$ cat config.mk
export PLATFORM = sky130hd
export DESIGN_NAME = iob_sp_ram_bstrb_ctrl
export DESIGN_NICKNAME = d
export VERILOG_FILES = /design/src/rtl/iob_cache_pkg.sv /design/src/rtl/iob_byte_merge.sv /design/src/rtl/iob_sp_ram_bstrb_ctrl.sv
export SDC_FILE = /design/constraint.sdc
export NUM_CORES = 1
export LEC_CHECK = 0
export CAP_MARGIN = 15
export CELL_PAD_IN_SITES_DETAIL_PLACEMENT = 1
export CELL_PAD_IN_SITES_GLOBAL_PLACEMENT = 1
export CORE_UTILIZATION = 32
export CTS_BUF_LIST = sky130_fd_sc_hd__clkbuf_8
export DETAILED_ROUTE_END_ITERATION = 16
export PLACE_DENSITY = 0.92
export REMOVE_ABC_BUFFERS = 1
export SLEW_MARGIN = 15
export SYNTH_ARGS = -nofsm -noshare
export SYNTH_HDL_FRONTEND = slang
export SYNTH_HIERARCHICAL = 1
export SYNTH_SLANG_ARGS = --single-unit
$ cat constraint.sdc
create_clock -name clk -period 2.8 [get_ports clk]
set_clock_uncertainty 0.2 [all_clocks]
set_input_delay 0.42 -clock clk [delete_from_list [all_inputs] [get_ports clk]]
set_output_delay 0.42 -clock clk [all_outputs]
set_load 0.03 [all_outputs]
$ cat src/rtl/iob_cache_pkg.sv
// Shared definitions for the byte-strobe single-port RAM controller:
// controller states and byte/strobe width constants.
package iob_cache_pkg;

  localparam int BYTE_W     = 8;
  localparam int DEF_DATA_W = 32;
  localparam int DEF_STRB_W = DEF_DATA_W / BYTE_W;

  typedef enum logic {
    ST_IDLE = 1'b0,
    ST_RMW  = 1'b1
  } state_t;

endpackage

$ cat src/rtl/iob_byte_merge.sv
// Combinational byte merge: each output byte comes from the new word when its
// strobe is set, otherwise from the old word.
module iob_byte_merge
  import iob_cache_pkg::*;
#(
  parameter int DATA_W = DEF_DATA_W
) (
  input  logic [DATA_W-1:0]        i_old,
  input  logic [DATA_W-1:0]        i_new,
  input  logic [DATA_W/BYTE_W-1:0] i_strb,
  output logic [DATA_W-1:0]        o_merged
);

  for (genvar g = 0; g < DATA_W / BYTE_W; g++) begin : g_byte
    assign o_merged[g*BYTE_W +: BYTE_W] = i_strb[g] ? i_new[g*BYTE_W +: BYTE_W]
                                                    : i_old[g*BYTE_W +: BYTE_W];
  end

endmodule

$ cat src/rtl/iob_sp_ram_bstrb_ctrl.sv
// Front-end controller for an external single-port RAM: reads with latency 1,
// full-word writes in one cycle, partial-strobe writes as a 2-cycle read-modify-write.
module iob_sp_ram_bstrb_ctrl
  import iob_cache_pkg::*;
#(
  parameter int DATA_W = 32,
  parameter int ADDR_W = 10
) (
  input  logic                    clk,
  input  logic                    reset_n,
  input  logic                    valid,
  input  logic [ADDR_W-1:0]       addr,
  input  logic [DATA_W-1:0]       wdata,
  input  logic [DATA_W/8-1:0]     wstrb,
  output logic                    ready,
  output logic                    rvalid,
  output logic [DATA_W-1:0]       rdata,
  input  logic                    rready,
  output logic                    ram_en,
  output logic                    ram_we,
  output logic [ADDR_W-1:0]       ram_addr,
  output logic [DATA_W-1:0]       ram_din,
  input  logic [DATA_W-1:0]       ram_dout
);

  localparam int STRB_W = DATA_W / BYTE_W;

  state_t              r_state;
  state_t              w_state_nxt;
  logic                r_rvalid;
  logic                w_rvalid_nxt;
  logic [ADDR_W-1:0]   r_addr;
  logic [DATA_W-1:0]   r_wdata;
  logic [STRB_W-1:0]   r_wstrb;

  logic                w_ready;
  logic                w_accept;
  logic                w_is_read;
  logic                w_is_full;
  logic                w_is_part;
  logic [DATA_W-1:0]   w_merged;

  // ready is gated by reset_n so nothing is accepted while reset is held
  assign w_ready   = reset_n && (r_state == ST_IDLE) && (!r_rvalid || rready);
  assign w_accept  = valid && w_ready;
  assign w_is_read = (wstrb == '0);
  assign w_is_full = (wstrb == '1);
  assign w_is_part = !w_is_read && !w_is_full;

  assign ready  = w_ready;
  assign rvalid = r_rvalid;
  // RAM output is held while no read is issued, so it doubles as the response register
  assign rdata  = ram_dout;

  iob_byte_merge #(
    .DATA_W (DATA_W)
  ) u_byte_merge (
    .i_old    (ram_dout),
    .i_new    (r_wdata),
    .i_strb   (r_wstrb),
    .o_merged (w_merged)
  );

  // NOTE: sequential state uses non-blocking assignments so every register
  // samples the pre-edge values of the others.
  always_ff @(posedge clk) begin
    if (!reset_n) begin
      r_state  <= ST_IDLE;
      r_rvalid <= 1'b0;
    end else begin
      r_state  <= w_state_nxt;
      r_rvalid <= w_rvalid_nxt;
    end
  end

  always_ff @(posedge clk) begin
    if (!reset_n) begin
      r_addr  <= '0;
      r_wdata <= '0;
      r_wstrb <= '0;
    end else if (w_accept && w_is_part) begin
      r_addr  <= addr;
      r_wdata <= wdata;
      r_wstrb <= wstrb;
    end
  end

  // NOTE: every combinational output gets a default first so no path infers a latch.
  always_comb begin
    w_state_nxt = r_state;
    case (r_state)
      ST_IDLE: if (w_accept && w_is_part) w_state_nxt = ST_RMW;
      ST_RMW:  w_state_nxt = ST_IDLE;
      default: w_state_nxt = ST_IDLE;
    endcase
  end

  // A new read accepted alongside consumption keeps rvalid up for streaming
  always_comb begin
    w_rvalid_nxt = r_rvalid;
    if (w_accept && w_is_read) begin
      w_rvalid_nxt = 1'b1;
    end else if (r_rvalid && rready) begin
      w_rvalid_nxt = 1'b0;
    end
  end

  // Reset during RMW suppresses the merged write
  always_comb begin
    ram_en   = 1'b0;
    ram_we   = 1'b0;
    ram_addr = addr;
    ram_din  = wdata;
    if (reset_n) begin
      if (r_state == ST_RMW) begin
        ram_en   = 1'b1;
        ram_we   = 1'b1;
        ram_addr = r_addr;
        ram_din  = w_merged;
      end else if (w_accept) begin
        ram_en = 1'b1;
        ram_we = w_is_full;
      end
    end
  end

endmodule

==> run_results.csv <==
group,metric,value,unit
status,result_of_the_run,"complete, no violations",
pwr,power.leakage,1.82,nW
place,buffer_ports.inserted,159,
clock_network,postCtsResizedCells,0,
synthesis,synthArstFlopShare,0,%
setup_path,cp_data_arrival_time,2440,ps
clock_network,cts.sink_count,48,
synthesis,post_synth_edffs,0,
setup_path,worstSetupEndpointType,"flip-flop",
pwr,proportion_of_power_drawn_by_flip_flops_and_latches,41.0,%
setup_path,critical_path.cell_chain,"clkdlybuf4s50_1 > or4_1 > and2_2 > and2_4 > o21ai_0",
synthesis,yosys.cell_count.top_type,"sky130_fd_sc_hd__nand2_1",
min_path,timing.hold.worst.class,"reg -> reg",
timing,final.period_utilization,86.8,%
final_layout,antenna_cells,0,
timing,slew_headroom,55.3,%
final_layout,fillers,1057,
floorplan,die_width,102,um
synthesis,synth.yosys.seq_area_share,30.3,%
global_routing,grt_max_degree,48,
setup_path,worstRegToRegCells,4,
pwr,internal_power,1.31,mW
setup_path,critPathMaxFanout,47,
timing,timing_max_transition_violations_final,0,
clock_network,number_of_levels_in_the_clock_h_tree,2,
timing,hold_violations,0,
synthesis,netlist_area,0.00317,mm^2
setup_path,start_kind,"input port",
setup_path,critical-path-max-stage-delay,550,ps
drt,vias,2841,
timing,unrepaired_setup_endpoints_after_global_routing,"false",
final_layout,final_core_utilization,48.4,%
floorplan,dieArea,0.0103,mm^2
floorplan,die_y,102,um
clock_network,tritoncts,"done",
synthesis,synth.avg_cell_area,9.53,um^2
clock_network,clockRootBuffer,"sky130_fd_sc_hd__clkbuf_8",
clock_network,postCtsSetupBuffers,0,
floorplan,effective_utilization_at_floorplan,33.7,%
flow_run,maxCapViolations,0,
clock_network,clock_tree.buffer_depth,2,
timing,max_clock_freq,411,MHz
pwr,combinationalPowerShare,35.7,%
floorplan,boundaryPins,160,
clock_network,clock_insertion_delay_worst_skew,290,ps
synthesis,ys_dominant_reg_cell,"sky130_fd_sc_hd__dfxtp_1",
timing,finalSetupViolations,0,
drt,viasPerCell,4.93,
drt,avgRoutedWirePerCell,16.6,um
drt,detail_route.first_pass.iterations,4,
pwr,swShare,31.7,%
synthesis,synthTopCellsByArea,"sky130_fd_sc_hd__dfxtp_1 30%, sky130_fd_sc_hd__mux2_4 15%, sky130_fd_sc_hd__mux2_2 15%, sky130_fd_sc_hd__o21ai_2 8.0%, sky130_fd_sc_hd__buf_4 7.6%",
clock_network,clkSlewWorstSetupHoldPaths,90,ps
place,hpwlAfterDp,7220,um
global_routing,first_pass_grt_wire_length,14800,um
drt,final_antenna_net_count,0,
setup_path,critical_path_class,"in -> reg",
synthesis,yosysWarningCount,6,
synthesis,synth.top_cells.by_count,"49 x sky130_fd_sc_hd__nand2_1, 48 x sky130_fd_sc_hd__dfxtp_1, 46 x sky130_fd_sc_hd__nand3_1, 42 x sky130_fd_sc_hd__mux2_2",
pwr,switching_power,0.606,mW
global_routing,grt.overflow.total,0,
final_layout,share_of_final_layout_standard_cells_stronger_than_drive_strength_1,37.6,%
timing,final.setup.worst_slack,369,ps
final_layout,flow.area_growth_from_synthesis,43.6,%
drt,drc,0,
timing,worst-slew-pin-transition,671,ps
pwr,power_density,420,mW/mm^2
floorplan,row_count,35,
drt,routed_wl,9540,um
timing,finalSetupTns,0,ps
global_routing,initial_antenna_violation_count,0,
drt,first_iter_violations,96,
synthesis,flops_latches_synth,48,
setup_path,crit_path_top_delay_cell,"sky130_fd_sc_hd__or4_1",
synthesis,post_synth_inst_count,333,
pwr,power.clock.fraction,23.3,%
clock_network,ctsHoldBuffers,0,
global_routing,track_usage,18.5,%
clock_network,cts_inserted_buffers,5,
timing,timing.final.crit_period,2430,ps
setup_path,crit_required,2810,ps
global_routing,first_global_vias,3027,
pwr,worst_ir_drop_vdd,0.211,mV
final_layout,layout.nets,529,
place,dp_worst_setup_slack,93.2,ps
synthesis,synth_largest_area_cell,"sky130_fd_sc_hd__dfxtp_1",
min_path,whs_path_depth,2,
floorplan,core_region_area,0.00942,mm^2
place,routabilityCongestion,0.671,
synthesis,post_synth_num_cell_types,21,
synthesis,synth_top_area_share,30.3,%
-- metal layers --
layer  share of wire [%]  track usage [%]  up-vias
li1                    -                -     1364
met1                  36             19.2     1370
met2                  56             37.0       94
met3                 5.6             3.24       13
met4                 1.9             5.91        0
met5                   0                0        -
-- cell usage in the layout (no fill, tap or decap) --
master and instances:
sky130_fd_sc_hd__inv_1 1, sky130_fd_sc_hd__buf_12 1, sky130_fd_sc_hd__or4_1 1, sky130_fd_sc_hd__nand2_1 48
sky130_fd_sc_hd__mux2_4 32, sky130_fd_sc_hd__nor3b_1 1, sky130_fd_sc_hd__buf_2 1, sky130_fd_sc_hd__o21ai_0 19
sky130_fd_sc_hd__nand2_2 1, sky130_fd_sc_hd__o21ai_2 29, sky130_fd_sc_hd__and2_4 1, sky130_fd_sc_hd__buf_4 52
sky130_fd_sc_hd__nand3_1 46, sky130_fd_sc_hd__clkdlybuf4s50_1 113, sky130_fd_sc_hd__nand4_1 1, sky130_fd_sc_hd__nor2b_1 1
sky130_fd_sc_hd__nor4bb_4 1, sky130_fd_sc_hd__mux2_2 42, sky130_fd_sc_hd__and2_2 1, sky130_fd_sc_hd__dfxtp_1 48
sky130_fd_sc_hd__clkbuf_8 7
-- state kept, by name, indices dropped and copies added, names as in the netlist --
signal   flops
rvalid       1
r_wdata     32
r_addr      10
r_state      1
r_wstrb      4
-- stage by stage --
stage / total power, mW / instances / hold slack [ps] / area [um^2]
after global placement: 1.46 / 569 / 245 / 4460
after CTS: 1.94 / 576 / 268 / 4560
after floorplan: 1.11 / 273 / 236 / 2730
final: 1.91 / 576 / 264 / 4560
after detailed placement: 1.49 / 569 / 255 / 4460
after global routing: 2.01 / 576 / 283 / 4560
-- power by group through the flow --
| stage | clock network [mW] | registers [mW] | logic [mW] |
|---|---|---|---|
| floorplan | 0 | 0.784 | 0.324 |
| global placement | 0 | 0.797 | 0.665 |
| detailed placement | 0 | 0.800 | 0.687 |
| CTS | 0.464 | 0.785 | 0.690 |
| global route | 0.490 | 0.791 | 0.725 |
| finish | 0.445 | 0.784 | 0.683 |
-- cell families (layout without fill, tap and decap cells) --
group,count (synthesis),in the layout,share of synthesized area (%)
AOI/OAI and AO/OA,48,48,11.0
muxes,74,74,30.0
DFF,48,48,30.3
and+or+nand+nor,102,102,14.7
buffers and inverters,61,175,14.0
-- worst paths after layout --
path / start / to / slack, ps
hold / removal: r_addr[4] / r_addr[4] / 260
setup reg to reg: rvalid / r_wdata[15] / 700
hold reg to reg: r_addr[4] / r_addr[4] / 260
setup / recovery: wstrb[3] / r_wdata[15] / 370
-- layout make-up --
| cell class | instances | area, um^2 | share of cell area [%] |
|---|---|---|---|
| Multi-Input combinational cell | 224 | 1790 | 39.2 |
| Timing Repair Buffer | 167 | 1550 | 33.9 |
| Sequential cell | 48 | 961 | 21.1 |
| Tap cell | 129 | 161 | 3.54 |
| Clock buffer | 7 | 96.3 | 2.11 |
| Inverter | 1 | 3.75 | 0.0824 |
-- critical path: cells and delay by family --
family,cells,cell delay [ps]
and+or+nand+nor,3,1280
buffers and inverters,1,440
AOI/OAI and AO/OA,1,290
No activity file was read; power rests on OpenSTA's default activity.
